$ cat config.mk
export PLATFORM = sky130hd
export DESIGN_NAME = seg_reader
export DESIGN_NICKNAME = d
export VERILOG_FILES = /design/src/rtl/seg_reader.sv
export SDC_FILE = /design/constraint.sdc
export NUM_CORES = 1
export LEC_CHECK = 0
export CORE_MARGIN = 2
export CORE_UTILIZATION = 42
export DETAILED_ROUTE_END_ITERATION = 10
export GPL_TIMING_DRIVEN = 0
export HOLD_SLACK_MARGIN = 0.02
export PLACE_DENSITY = 0.62
export SLEW_MARGIN = 20
export SYNTH_ARGS = -nofsm -noshare
export SYNTH_HDL_FRONTEND = slang
export SYNTH_SLANG_ARGS = --single-unit
export TNS_END_PERCENT = 5
$ cat constraint.sdc
create_clock -name clk -period 2.6 [get_ports clk]
set_clock_uncertainty 0.15 [all_clocks]
set_input_delay 0.52 -clock clk [delete_from_list [all_inputs] [get_ports clk]]
set_output_delay 0.52 -clock clk [all_outputs]
set_load 0.1 [all_outputs]
$ cat src/rtl/seg_reader.sv
// Seven-segment scan reader: samples a multiplexed display and captures each
// digit once its segment/anode pair has been stable for STABLE_CYCLES samples.
module seg_reader #(
  parameter int STABLE_CYCLES = 4
) (
  input  logic        clk,
  input  logic        rst,
  input  logic [6:0]  seg,
  input  logic [3:0]  an,
  input  logic        err_clr,
  output logic [15:0] digits,
  output logic [3:0]  valid_mask,
  output logic        upd,
  output logic [1:0]  upd_idx,
  output logic        err
);

  typedef enum logic [1:0] {IDLE, TRACK, HELD} state_t;

  localparam logic [7:0] STABLE = 8'(STABLE_CYCLES);

  state_t      state, next_state;
  logic [7:0]  cnt, next_cnt, cnt_inc;
  logic [3:0]  s_an, p_an;
  logic [6:0]  s_seg, p_seg;
  logic        changed, an_ok, capture;
  logic [1:0]  an_idx;
  logic [3:0]  code;

  // The previous pair resets to the same idle values as the sample pair, so
  // the first real sample after reset always counts as a change.
  always_ff @(posedge clk or posedge rst) begin
    if (rst) begin
      s_an  <= 4'hF;
      s_seg <= 7'h7F;
      p_an  <= 4'hF;
      p_seg <= 7'h7F;
    end else begin
      s_an  <= an;
      s_seg <= seg;
      p_an  <= s_an;
      p_seg <= s_seg;
    end
  end

  always_comb begin
    case (s_seg)
      7'b0000001: code = 4'd0;
      7'b1001111: code = 4'd1;
      7'b0010010: code = 4'd2;
      7'b0000110: code = 4'd3;
      7'b1001100: code = 4'd4;
      7'b0100100: code = 4'd5;
      7'b0100000: code = 4'd6;
      7'b0001111: code = 4'd7;
      7'b0000000: code = 4'd8;
      7'b0000100: code = 4'd9;
      7'b1111111: code = 4'hF;
      default:    code = 4'hE;
    endcase
  end

  always_comb begin
    an_ok  = 1'b1;
    an_idx = 2'd0;
    case (s_an)
      4'b1110: an_idx = 2'd0;
      4'b1101: an_idx = 2'd1;
      4'b1011: an_idx = 2'd2;
      4'b0111: an_idx = 2'd3;
      default: an_ok  = 1'b0;
    endcase
  end

  assign changed = (s_an != p_an) || (s_seg != p_seg);
  assign cnt_inc = (cnt == 8'hFF) ? cnt : cnt + 8'd1;

  always_ff @(posedge clk or posedge rst) begin
    if (rst) begin
      state <= IDLE;
      cnt   <= 8'd0;
    end else begin
      state <= next_state;
      cnt   <= next_cnt;
    end
  end

  always_comb begin
    next_state = state;
    next_cnt   = cnt;
    if (changed) begin
      if (an_ok) begin
        next_cnt   = 8'd1;
        next_state = (STABLE == 8'd1) ? HELD : TRACK;
      end else begin
        next_cnt   = 8'd0;
        next_state = IDLE;
      end
    end else begin
      case (state)
        TRACK: begin
          next_cnt = cnt_inc;
          if (cnt_inc == STABLE)
            next_state = HELD;
        end
        default: ;
      endcase
    end
  end

  // Capture fires only on the transition into HELD, so a held pattern is
  // taken exactly once and a saturated counter can never retrigger it.
  always_comb begin
    capture = 1'b0;
    if (changed)
      capture = an_ok && (STABLE == 8'd1);
    else if (state == TRACK)
      capture = (cnt_inc == STABLE);
  end

  always_ff @(posedge clk or posedge rst) begin
    if (rst) begin
      digits     <= 16'hFFFF;
      valid_mask <= 4'h0;
      upd        <= 1'b0;
      upd_idx    <= 2'd0;
      err        <= 1'b0;
    end else begin
      upd <= capture;
      if (capture) begin
        digits[{an_idx, 2'b00} +: 4] <= code;
        valid_mask[an_idx]           <= 1'b1;
        upd_idx                      <= an_idx;
      end
      if (capture && code == 4'hE)
        err <= 1'b1;
      else if (err_clr)
        err <= 1'b0;
    end
  end

endmodule
**Word-level counts from Yosys, hierarchy flattened**

Index checks and enable logic that the tools add are counted.

- Logic and storage cells: 65
- Input bits: 14
- Output and inout port bits: 24
- Register bits after elaboration: 56

- Shift operators: 2
- $add $sub $neg: 2
- Reductions and logical operators: 9
- Order comparisons: 2
- Equal/unequal tests: 20
- Bitwise gates (word level): 1
- Mux-type cells: 18

Operators with widths:

| kind | count |
|---|---|
| one-hot mux 4 bit (11 select lines) | 1 |
| two-way mux 8 bit | 3 |
| equality test 7 bit (second input constant) | 3 |
| bitwise mux 16 bit | 1 |
| equality test 4 bit (second input constant) | 4 |
| variable shift 4 x 6 -> 16 bit (first input constant) | 1 |
| variable part select 4 x 6 -> 16 bit | 1 |
| equality test 7 x 3 -> 1 bit (second input constant) | 2 |
| equality test 7 x 6 -> 1 bit (second input constant) | 2 |
| adder 8 x 1 -> 8 bit (second input constant) | 1 |
| equality test 8 x 3 -> 1 bit (second input constant) | 1 |
| equality test 8 bit (second input constant) | 1 |
| two-way mux 1 bit | 8 |
| equality test 7 x 1 -> 1 bit (second input constant) | 1 |
| equality test 7 x 4 -> 1 bit (second input constant) | 1 |
| equality test 7 x 5 -> 1 bit (second input constant) | 1 |
| zero test 7 bit | 1 |
| inequality test 7 bit | 1 |
| two-way mux 2 bit | 3 |
| negation 4 -> 6 bit | 1 |
| one-hot mux 2 bit (3 select lines) | 1 |
| nonzero test 2 bit | 3 |
| equality test 4 x 3 -> 1 bit (second input constant) | 1 |
| inequality test 4 bit | 1 |
| 9 further kinds | 10 |

**Longest topological paths before layout**

Gate-level depths: netlist (run 1).

- Word-level depth: 7
- Depth in mapped cells: 9
- Depth with buffers taken out: 8

**Worst setup path before layout (run 1)**

No wires, ideal clock.

- Path kind: flip-flop to flip-flop
- From: register s_an[2]
- To: register digits[15]
- Library setup time: 0.091 ns
- Path buffers: 1
- Slack: -0.046 ns
- Clock period less this slack: 2.646 ns
- Arrival: 2.405 ns
- Data required time: 2.359 ns
- Stages on the path, launching flop included: 9
- Cell sequence: dfstp_2 -> clkbuf_1 -> xor2_1 -> and3_1 -> inv_1 -> ha_1 -> or3_1 -> or3_1 -> o31ai_1

- Cells in the longest elaborated chain, start to end: 5
- Elaborated cells between the ends (all ways): 11
- Classes of those cells: 1 x add/sub; 4 x eq/ne; 2 x shift; 3 x mux; 1 x reduce/logical

RTL lines:

| element | line | RTL |
|---|---|---|
| from (decl) | 24 | `logic [3:0] s_an, p_an;` |
| from (signal assigned) | 39 | `s_an <= an;` |
| equality test 4 x 3 -> 1 bit / equality test 4 bit (equally long branches) | 66 | `case (s_an)` |
| one-hot mux 2 bit (3 select lines) (*) | 66 |  |
| via an_idx[1] | 27 | `logic [1:0] an_idx;` |
| negation 4 -> 6 bit (*) | 131 | `digits[{an_idx, 2'b00} +: 4] <= code;` |
| variable part select 4 x 6 -> 16 bit / variable shift 4 x 6 -> 16 bit (equally long branches) | 131 |  |
| bitwise mux 16 bit (*) | 131 |  |
| to (signal, indexed assignment) | 131 |  |
| to (decl) | 11 | `output logic [15:0] digits,` |

Mark *: on every way through the listed nets, which the timed path passes. The rest lies on a longest branch.
A chain may end at the register's enable or synchronous reset.

**Worst setup path after layout (run 1)**

- From: register s_an[1]
- To: register digits[15]

- Cells in the longest elaborated chain, start to end: 5
- Elaborated cells between the ends (all ways): 11
- Classes of those cells: 1 x add/sub; 4 x eq/ne; 2 x shift; 3 x mux; 1 x reduce/logical

RTL lines:

| element | line |
|---|---|
| equality test 4 x 3 -> 1 bit / equality test 4 bit (equally long branches) | 66 |
| one-hot mux 2 bit (3 select lines) | 66 |
| negation 4 -> 6 bit | 131 |
| variable part select 4 x 6 -> 16 bit / variable shift 4 x 6 -> 16 bit (equally long branches) | 131 |
| bitwise mux 16 bit | 131 |

Parallel ways exist; a longest one is shown, timed or not.

==> results of run 1 <==
sequential cells by signal, summed over array words and instances, names as in the netlist:
| name | count |
|---|---|
| upd | 1 |
| state | 2 |
| digits | 16 |
| upd_idx | 2 |
| p_an | 4 |
| valid_mask | 4 |
| cnt | 8 |
| s_seg | 7 |
| s_an | 4 |
| p_seg | 7 |
| err | 1 |
placed cells by master (no fill, tap or decap), drive strengths merged, types with 10 or more instances in the layout:
cell and n:
buf 17, a21oi 11, inv 18, mux2 10, dfrtp 18, nor2 14, dlygate4sd2 16, dfstp 38
xor2 17, clkdlybuf4s50 21
report_power, final:
part | switching, W | internal, W | leakage, nW
Combinational | 0.0000838 | 0.0000686 | 0.815
Sequential | 0.0000188 | 0.000907 | 0.642
Clock | 0.000288 | 0.000290 | 0.0583
Total | 0.000390 | 0.00127 | 1.52
per-layer routing:
metal  track usage  vias up  wire length (um)  part of all wire
met3       0.03110        5               200             0.036
met2        0.2548       39              2700              0.49
met5             0        -                 0                 0
met1        0.2121     1006              2550              0.46
li1              -     1003                 -                 -
met4       0.04615        0                65             0.012
stage by stage:
step                total power (W)  utilization  cells  area (um2)
global route               0.001746       0.5335    385        3605
detailed placement         0.001078       0.5039    373        3405
CTS                        0.001682       0.5246    381        3545
floorplan                  0.001029            -    256        2932
finish                     0.001656       0.5335    385        3605
global placement           0.001075       0.5035    373        3402
path summary, 6_finish.rpt:
kind | slack (ns) | endpoint | from
max | 0.09 | digits[15] | s_an[1]
min | 0.22 | p_seg[5] | s_seg[5]
max reg2reg | 0.09 | digits[15] | s_an[1]
min reg2reg | 0.22 | p_seg[5] | s_seg[5]
max in group asynchronous | 1.33 | cnt[0] | rst
min in group asynchronous | 0.50 | cnt[2] | rst
worst max-delay path, cell delays in order, from the launching register on:
cell and delay, ns:
dfstp_2 0.54, buf_2 0.19, xor2_2 0.19, nand3_4 0.17
ha_4 0.31, or3_4 0.39, or3_1 0.32, o31ai_1 0.19
cell families after synthesis:
group,synth area share
compound gates,0.08924
xor+xnor,0.05679
fa+ha+maj,0.03416
buf+inv,0.05166
flops,0.4944
mux,0.06405
simple gates,0.2097
repair_timing:
| item | in CTS | in global routing |
|---|---|---|
| endpoints found under the setup margin | 29 | 17 |
| pin swaps | 1 | 5 |
| cloned | 0 | 0 |
| hold buffers | 0 | 0 |
| setup buffers | 0 | 6 |
| resized for setup | 28 | 7 |
area by class of cell:
cell class                 count  area [um2]  area share
inverter                      18       72.57     0.02013
timing repair buffer          43       395.4      0.1097
tap                           80       100.1     0.02777
sequential                    56        1451      0.4026
clock buffer                   5       68.82     0.01909
buffer                        12       80.08     0.02221
clock inverter                 3       47.55     0.01319
multi-input combinational    168        1389      0.3853
==> metrics, run 1 <==
share of post-route cells with drive strength above 1=0.3115; largest net degree at the start of global routing=57; average cell area after synthesis=between 10 and 15 um2; Die Ht=between 80 and 90 um; synthesized flop and latch total=56; area grow syn2layout=23.01%; Max Cap Viol=0; worst-skew pair later-pin latency=0.31 ns; LEAKAGE=approximately 1.5 nW; syn nets=278; WL final=about 5.5 mm; setup_tns=0 ns; number of global-route vias before repair=~1,900; DP HPWL=3.850 mm; Area contributors post-synth=dfstp_2, dfrtp_1, xor2_1, ha_1, nor4_4; CTS max path bufs=2; CP Class=flip-flop to flip-flop; total grt overflow=0; first-pass GRT wire length=between 9 and 10 mm; Vias/cell=approximately 5.3; Critical Path End Type=flip-flop; Final WS setup=0.08526 ns; H-tree levels=2; minimum clock period=between 2 and 3 ns; status=complete, no violations; DIE WIDTH=slightly below 90 um; post-synthesis instance total=~260; crit start category=flip-flop; Total GRT Usage=0.1564; fill count=between 600 and 700; root buffer cell=clkbuf_8; drt wl/cell=approximately 14 um; register area share after synthesis=0.4944; CTS clk-pin slew, worst paths=approximately 0.10 ns; Distinct cells, synth=between 50 and 60; Max Clock Freq=around 0.40 GHz; Initial Util=0.4337; CTS Sinks=56; count of flip-flops with a built-in enable after synthesis=0; share of the synthesized area in the top cell type=0.3407; RSZ-0062 raised after global routing=true; Final ANT Viol Nets=0; I/O pins=38; leading area contributor after synthesis=dfstp_2; final period utilization=0.9672; Final GP Congestion=roughly 0.81; VDD IR max=~0.00030 V; # setup viols final=0; dominant cell by count in the synthesized netlist=dfstp_2; pwr/cell area=459.4 mW/mm2; Max Slew Vio Count=0; Synth Cell Area=roughly 0.0029 mm2; Core Area=about 0.0068 mm2; CP Data Arrival Time=between 2 and 3 ns; pre-CTS setup slack=-0.3489 ns; final hold vios=0; NumNets Final=326; Rel. slew slack=0.3448; Num CTS Buffers=5; warning count from the yosys run=0; CTS tree=built; Post-synth top cells=dfstp_2, dfrtp_1, inv_1, xor2_1, nor2_1; Synth async-reset ratio=1.000; Vias=between 2,000 and 2,500; Worst Reg-to-Reg Cells=7; initial antenna violation count=0; hold crit path type=flip-flop to flip-flop; WP data required=around 2.7 ns; # port buffers=37; top_reg_cell synth=dfstp_2; hold depth=0; drt pass-1 iters=4; Iteration-0 DRC Markers=50; site row count=30; Inserted Diodes=0; DRC violations left=0; worst-path maximum fanout=7; Worst Tran Pin Value=~0.98 ns; die area=0.007662 mm2; Hold WS=about 0.22 ns
No activity file was read; power rests on OpenSTA's default activity.
==> run 2, diff against run 1 <==
- CELL_PAD_IN_SITES_DETAIL_PLACEMENT: not set -> 1
- CELL_PAD_IN_SITES_GLOBAL_PLACEMENT: not set -> 2
- CORE_UTILIZATION: 42 -> 33
- PLACE_DENSITY: 0.62 -> 0.72
==> run 2 against run 1 <==
  * Global-route usage decreased by 2.0 points
  * Via count increased by 0.58%
  * Worst setup slack improved by 0.0070 ns
  * Clock power increased by 4.5%
  * Design area increased by 2.7%
  * Die area increased by 26%
  * Utilization decreased by 11 points
  * Sequential cell count unchanged
  * Critical endpoint unchanged
==> metrics, run 2 (synthesis results as in run 1) <==
status=complete, no violations; Worst setup startpoint=s_an[3]; CTS Sinks=56; total grt overflow=0; Worst Setup EP=digits[15]; most frequent cells in the layout=dfstp_2, clkdlybuf4s50_1, dfrtp_1, dlygate4sd2_1; CTS clk-pin slew, worst paths=0.10 ns; hold-fix buffers at CTS=0; Reg2Reg Setup Slack=0.09 ns; Worst Tran Pin Value=0.9744 ns; Total GRT Usage=0.1364; largest net degree at the start of global routing=57; Top reg by flops=digits; worst-path maximum fanout=6; # setup viols final=0; CTS tree=built; DRC violations left=0; # port buffers=37; Worst Reg-to-Reg Cells=8; max reg flops=16; minimum clock period=between 2 and 3 ns; CP Class=flip-flop to flip-flop; worst-skew pair later-pin latency=0.30 ns; initial antenna violation count=0; Reg-to-Reg Start=s_an[3]; DIE WIDTH=between 90 and 100 um; H-tree levels=2; Critical Path End Type=flip-flop; Num CTS Buffers=5; Final ANT Viol Nets=0; final hold vios=0; DP HPWL=around 4.5 mm; NumNets Final=330; root buffer cell=clkbuf_8; drt pass-1 iters=4; number of global-route vias before repair=2,188; Die Ht=between 90 and 100 um; hold crit path type=flip-flop to flip-flop; share of post-route cells with drive strength above 1=0.3269; Vias=2,065; Max Clock Freq=between 0.3 and 0.4 GHz; fill count=968; Max Slew Vio Count=0; Largest regs=digits: 16 flops, cnt: 8 flops; Rel. slew slack=0.3483; Vias/cell=between 4 and 5; Inserted Diodes=0; Iteration-0 DRC Markers=between 50 and 60; total chip power=0.001688 W; VDD IR max=approximately 0.00023 V; final period utilization=0.9645; Placed Instances=around 400; die area=0.009649 mm2; crit start category=flip-flop; Initial Util=0.3377; WP data required=approximately 2.7 ns; area grow syn2layout=26.34%; site row count=34; CTS max path bufs=2; Register Area=approximately 0.0015 mm2; most common cell after layout, fill and taps aside=dfstp_2; WL final=~6.4 mm; non-filler cells in the finished layout=roughly 420; Worst R2R End=digits[15]; drt wl/cell=around 15 um; Layout Utilization=0.4266; Core Area=between 0.008 and 0.009 mm2; pwr/cell area=456.0 mW/mm2; LEAKAGE=1.536 nW; I/O pins=38; Max Cap Viol=0; Multi-input gate area=~0.0014 mm2; first-pass GRT wire length=around 11 mm; Final GP Congestion=0.7586; CP Data Arrival Time=2.57 ns
-- run 2: stage by stage --
step / TNS [ns] / instance area, um2 / setup slack (ns) / hold WS [ns]
after floorplan: 0 / 2932 / 0.02392 / 0.2019
after global placement: -13.23 / 3437 / -0.5532 / 0.2025
after detailed placement: -2.822 / 3440 / -0.3201 / 0.2068
after CTS: -0.01294 / 3613 / -0.01294 / 0.2237
after global routing: -0.01275 / 3702 / -0.009671 / 0.2202
final: 0 / 3702 / 0.09228 / 0.2213
-- run 2: how the worst min path moves through the flow --
stage	slack, ns	cells after the start	to	start
final	0.22	0	p_seg[5]	s_seg[5]
after global routing	0.22	0	p_seg[4]	s_seg[4]
after CTS	0.22	0	p_an[1]	s_an[1]
after detailed placement	0.21	0	p_seg[4]	s_seg[4]
after global placement	0.20	0	p_seg[5]	s_seg[5]
after floorplan	0.20	0	p_an[1]	s_an[1]
-- run 2: power breakdown --
part | internal (W) | total (W) | leakage, nW | switching, W
registers | 0.000907 | 0.000928 | 0.642 | 0.0000214
logic | 0.0000693 | 0.000156 | 0.832 | 0.0000869
clock network | 0.000316 | 0.000604 | 0.0614 | 0.000288
-- run 2: worst max-delay path, stage by stage, from the launching register on --
cell	delay, ns
dfstp_2	0.55
buf_6	0.12
xor2_2	0.12
and3_4	0.25
inv_2	0.07
ha_4	0.24
or3_4	0.39
or3_1	0.33
o31ai_2	0.20
-- run 2: repair_timing --
action | in CTS | in global routing
setup buffers | 3 | 8
endpoints found under the hold margin | 0 | 0
resized for setup | 28 | 9
pin swaps | 2 | 6
endpoints found under the setup margin | 32 | 18
gates cloned | 0 | 0
-- run 2: cell type report --
cell class	count	area share
sequential	56	0.3920
multi-input combinational	168	0.3815
timing repair buffer	48	0.1169
tap	108	0.03650
clock buffer	6	0.02230
buffer	11	0.02028
inverter	18	0.01994
clock inverter	2	0.01048
-- run 2: layer usage --
layer  GRT usage  up-vias  routed length (um)  part of all wire
met3     0.01933        2                 158             0.025
met1      0.1868     1032                2993              0.47
met5           0        -                   0                 0
met4     0.02529        0                  26            0.0041
li1            -     1003                   -                 -
met2      0.2334       28                3212              0.50
